`config.mk`:
```
export PLATFORM = sky130hd
export DESIGN_NAME = countdown_timer
export DESIGN_NICKNAME = d
export VERILOG_FILES = /design/src/rtl/countdown_timer.sv
export SDC_FILE = /design/constraint.sdc
export NUM_CORES = 1
export LEC_CHECK = 0
export BUFFER_PORTS_ARGS = -buffer_cell sky130_fd_sc_hd__buf_2
export CORE_MARGIN = 2
export CORE_UTILIZATION = 40
export DETAILED_ROUTE_END_ITERATION = 6
export GPL_TIMING_DRIVEN = 0
export HOLD_SLACK_MARGIN = 0.12
export SYNTH_ARGS = -nofsm -noshare
export SYNTH_HDL_FRONTEND = slang
export SYNTH_SLANG_ARGS = --single-unit
```
`constraint.sdc`:
```
create_clock -name clk -period 5.2 [get_ports clk]
set_input_delay 0.26 -clock clk [delete_from_list [all_inputs] [get_ports clk]]
set_output_delay 0.26 -clock clk [all_outputs]
set_load 0.02 [all_outputs]
```
`src/rtl/countdown_timer.sv`:
```
// Seconds-remaining countdown timer for the OLED timer display.
// clk/reset(async low) in; start/pause/load/add_pulse control; time_left and flags out.
module countdown_timer #(
   parameter int unsigned CLK_HZ          = 100_000_000,
   parameter int unsigned DEFAULT_SECONDS = 120,
   parameter int unsigned MAX_SECONDS     = 5999,
   parameter int unsigned WARN_SECONDS    = 30,
   parameter int unsigned ADD_SECONDS     = 10
) (
   input  logic        clk,
   input  logic        reset,
   input  logic        start,
   input  logic        pause,
   input  logic        load,
   input  logic [15:0] load_value,
   input  logic        add_pulse,
   output logic [15:0] time_left,
   output logic        running,
   output logic        tick,
   output logic        warning,
   output logic        expired,
   output logic        expired_pulse
);

   localparam int unsigned PW = (CLK_HZ > 1) ? $clog2(CLK_HZ) : 1;
   localparam logic [PW-1:0] P_LAST  = PW'(CLK_HZ - 1);
   localparam logic [15:0]   T_DEF   = 16'(DEFAULT_SECONDS);
   localparam logic [16:0]   T_MAX17 = 17'(MAX_SECONDS);
   localparam logic [15:0]   T_WARN  = 16'(WARN_SECONDS);
   localparam logic [16:0]   T_ADD17 = 17'(ADD_SECONDS);

   typedef enum logic [1:0] {
      IDLE    = 2'd0,
      RUNNING = 2'd1,
      PAUSED  = 2'd2,
      EXPIRED = 2'd3
   } state_t;

   state_t        r_state, w_state_nx;
   logic [PW-1:0] r_presc, w_presc_nx;
   logic [15:0]   r_time, w_time_nx;
   logic          r_tick, w_tick_nx;
   logic          r_xp, w_xp_nx;

   logic          w_wrap;
   logic [15:0]   w_base;
   logic [16:0]   w_sum;

   function automatic logic [15:0] sat16(input logic [16:0] v);
      return (v > T_MAX17) ? T_MAX17[15:0] : v[15:0];
   endfunction

   always_ff @(posedge clk or negedge reset) begin
      if (!reset) begin
         r_state <= IDLE;
         r_presc <= '0;
         r_time  <= T_DEF;
         r_tick  <= 1'b0;
         r_xp    <= 1'b0;
      end else begin
         r_state <= w_state_nx;
         r_presc <= w_presc_nx;
         r_time  <= w_time_nx;
         r_tick  <= w_tick_nx;
         r_xp    <= w_xp_nx;
      end
   end

   // A second boundary only counts while RUNNING; it still completes in the
   // cycle a pause is sampled, since the state is RUNNING during that cycle.
   assign w_wrap = (r_state == RUNNING) && (r_presc == P_LAST);
   assign w_base = w_wrap ? (r_time - 16'd1) : r_time;
   assign w_sum  = {1'b0, w_base} + T_ADD17;

   always_comb begin
      w_state_nx = r_state;
      w_presc_nx = r_presc;
      w_time_nx  = r_time;
      w_tick_nx  = 1'b0;
      w_xp_nx    = 1'b0;
      if (load) begin
         w_time_nx  = sat16({1'b0, load_value});
         w_presc_nx = '0;
         w_state_nx = IDLE;
      end else begin
         unique case (r_state)
            IDLE: begin
               if (start && (r_time != 16'd0)) begin
                  w_state_nx = RUNNING;
                  w_presc_nx = '0;
               end
            end
            RUNNING: begin
               if (pause) w_state_nx = PAUSED;
               w_presc_nx = w_wrap ? '0 : r_presc + 1'b1;
            end
            PAUSED: begin
               // Prescaler is kept so the partial second survives the pause.
               if (start && !pause) w_state_nx = RUNNING;
            end
            EXPIRED: begin
            end
            default: w_state_nx = IDLE;
         endcase
         if (w_wrap) begin
            w_tick_nx = 1'b1;
            w_time_nx = w_base;
         end
         if (add_pulse && (r_state != EXPIRED)) begin
            w_time_nx = sat16(w_sum);
         end
         // A bonus arriving with the last tick rescues the countdown.
         if (w_wrap && (r_time == 16'd1) && !add_pulse) begin
            w_state_nx = EXPIRED;
            w_xp_nx    = 1'b1;
         end
      end
   end

   assign time_left     = r_time;
   assign tick          = r_tick;
   assign expired_pulse = r_xp;
   assign running       = (r_state == RUNNING);
   assign expired       = (r_state == EXPIRED);
   assign warning       = ((r_state == RUNNING) || (r_state == PAUSED))
                          && (r_time != 16'd0) && (r_time <= T_WARN);

endmodule
```
==> results.cfg <==
[synth]
muxShareOfSynthArea_pct = 2.238
ys_types = 64
synth_compound_area_share_pct = 18.96
async_reset_ff_share_pct = 100.0
yosys.area_share.simple_pct = 31.70
synth_adder_area_share_pct = 4.279
synth_xor_xnor_area_share_pct = 8.525
post_synth_inst_count = 454
ys.flop_type = dfrtp_1
synth_area_um2 = 3801
synth_top_family_by_area = simple AND/OR/NAND/NOR gates
ys_seq_area_share_pct = 31.07
synth_edf_count = 0
synth_nets = 489
ys_ff_latch = 47
synth_warnings = 0
avgSynthCellArea_um2 = 8.373

[cells_and_area]
fin_nets = 537
drive_gt1_share_pct = 16.50
seq_area_um2 = 1181
antenna-diode-count = 0
syn_to_final_growth_pct = 12.21
final-instance-count-excl-fill = 632
fillers = 925
multi_input_area_um2 = 2504

[floorplan]
die_h_um = 101.5
die_w_um = 101.5
start_util_pct = 41.14
core-area_um2 = 9240
dieArea_um2 = 10300
ioPinCount = 43
rows = 35

[clock_network]
cts_tree = built
path_clk_slew_ns = 0.10
cts_setup_buffers = 0
htreeDepth = 2
worst_skew_pair.late_latency_ns = 0.32
clk_root_buffer_cell = clkbuf_8
clkSinkCount = 47
ctsHoldBuffers = 0
clk_path_buf_depth = 2
cts_buffers = 5

[power]
vdd_drop_max_mv = 0.1708
power.leakage_uw = 0.001714
power_density_nw_per_um2 = 329.7

[run]
maxCapViolations = 0

[global_routing]
antenna_found_initial = 0
grt_start_max_net_pins = 48
grtUsageTotal_pct = 22.49
grt_pass1_vias = 3503
grt_remaining_overflow = 0
grt_pass1_wl_um = 18190

[placed_design]
dp_hpwl_um = 8371
dp_worst_setup_slack_ns = 0.03546
dp_cells = 625
io_buffers = 42
gp_congestion = 0.9734

[setup_path]
cp-start-kind = flip-flop
path_max_fanout = 10
arrival_ns = 5.02
r2r_slack_ns = 0.40
crit_type = reg2reg
crit_path_end_kind = flip-flop
critPathRequiredTime_ns = 5.42

[routing]
drc = 0
wl_per_cell_um = 17.52
first_pass_iters = 5
avgViaCountPerCell = 5.769
ant_nets = 0
drtIter0Drc = 262
wl_um = 11070
route.vias.total = 3646

[timing]
slew_headroom_pct = 25.98
post-route-period-util_pct = 92.35
fin_crit_ns = 4.802
rsz0062_at_grt = no
setup_violations = 0
setup_ws_ns = 0.3980
finClkSkew_ns = 0.009163
worstMarginPinSlew_ns = 1.110
fmax_ghz = 0.2082
drv_slew = 0
hold_viol = 0
setup_tns_ns = 0

[run_status]
outcome = finished, final reports clean

[worst_hold_path]
holdCritPathClass = in2async
## registers in the layout (all words and copies together) (netlist names)
signal	flops
expired_pulse	1
r_presc	27
tick	1
r_state	2
time_left	16
## logic make-up after synthesis
group	count (synthesis)
buffers and inverters	29
XOR/XNOR	37
AND/OR/NAND/NOR	213
flip-flops	47
multiplexers	8
adder cells (fa/ha/maj)	13
AO/OA/AOI/OAI	107
## cells in the final DEF, fill, tap and decap left out, types with 7 or more instances in the layout
| cell | synthesis | layout |
|---|---|---|
| and3_1 | 10 | 10 |
| xnor2_1 | 19 | 19 |
| ha_1 | 13 | 12 |
| nand4_1 | 11 | 11 |
| a21oi_1 | 15 | 15 |
| clkbuf_1 | 14 | 14 |
| buf_2 | 5 | 47 |
| o21ai_0 | 35 | 35 |
| dfrtp_1 | 43 | 43 |
| inv_1 | 8 | 8 |
| xor2_1 | 18 | 18 |
| nand2b_1 | 7 | 7 |
| nor2_1 | 60 | 59 |
| o31ai_1 | 8 | 8 |
| nor3_1 | 18 | 18 |
| nand3_1 | 14 | 14 |
| nand2_1 | 36 | 36 |
## cells in the mapped netlist (all sizes together) (5+ instances only)
| cell type | instances | area [µm²] |
|---|---|---|
| nor2 | 60 | 225.2 |
| nor4 | 8 | 80.08 |
| o22ai | 5 | 31.28 |
| a21oi | 15 | 75.07 |
| nand4 | 12 | 81.33 |
| nand3 | 14 | 70.07 |
| and4 | 6 | 52.55 |
| dfrtp | 43 | 1076 |
| nor2b | 5 | 31.28 |
| nand2 | 36 | 135.1 |
| a31oi | 6 | 37.54 |
| ha | 13 | 162.7 |
| and3 | 10 | 62.56 |
| and2 | 7 | 43.79 |
| buf | 7 | 40.03 |
| clkbuf | 14 | 52.55 |
| nand2b | 7 | 43.79 |
| o31ai | 8 | 60.06 |
| nor3 | 20 | 116.4 |
| or3 | 6 | 37.54 |
| o21ai | 35 | 175.2 |
| xor2 | 18 | 157.7 |
| xnor2 | 19 | 166.4 |
| inv | 8 | 30.03 |
| or2 | 6 | 40.04 |
## repair_timing
| action | in CTS | in global routing |
|---|---|---|
| endpoints found under the setup margin | 1 | 12 |
| cloned | 0 | 0 |
| hold endpoints to repair | 0 | 0 |
| resized for setup | 1 | 2 |
## per-layer routing
layer  GRT usage, %  wire length (µm)
met2          35.56              4878
met1          32.32              5261
met3          3.520               706
met5              0                 0
met4          5.405               223
## cell type report
class | instances | share of cell area (%)
multi-input combinational | 378 | 58.70
clock inverter | 2 | 0.4107
timing repair buffer | 42 | 4.928
inverter | 8 | 0.7040
buffer | 20 | 2.083
sequential | 47 | 27.69
clock buffer | 6 | 1.701
tap | 129 | 3.784
## metrics by stage
stage               power, µW  hold slack (ns)  utilization, %  cell area, µm²
floorplan               949.5         -0.03559               -            3801
global placement         1146           0.4793           45.16            4173
detailed placement       1152           0.4961           45.16            4173
CTS                      1403           0.1698           46.16            4265
global route             1502           0.1903           46.16            4265
finish                   1406           0.1496           46.16            4265
## report_power, final
group / internal [µW] / leakage [µW] / switching, µW
logic: 253 / 0.00106 / 453
registers: 405 / 0.000606 / 50.9
clock network: 97.1 / 0.0000454 / 147
total: 756 / 0.00171 / 650
## critical path, cell delays in order, from the launching register on
cell	delay, ns
dfrtp_1	0.44
inv_1	0.14
ha_1	0.33
nor4b_4	0.30
nand3_1	0.15
buf_2	0.23
nor2_2	0.28
nand2_1	0.13
xnor2_1	0.24
ha_2	0.32
o32ai_1	0.21
or3_1	0.39
or3_1	0.32
a32o_2	0.29
o311ai_4	0.46
nor3_4	0.13
a221o_1	0.35
## final timing paths
check	from	end	cells past startpoint
min reg2reg	r_presc[1]	r_presc[1]	2
max in group asynchronous	reset	r_presc[19]	1
min in group clk	load_value[0]	time_left[0]	2
max reg2reg	r_state[1]	time_left[11]	16
max	r_state[1]	time_left[11]	16
min	reset	time_left[9]	1
No activity file was read; power rests on OpenSTA's default activity.
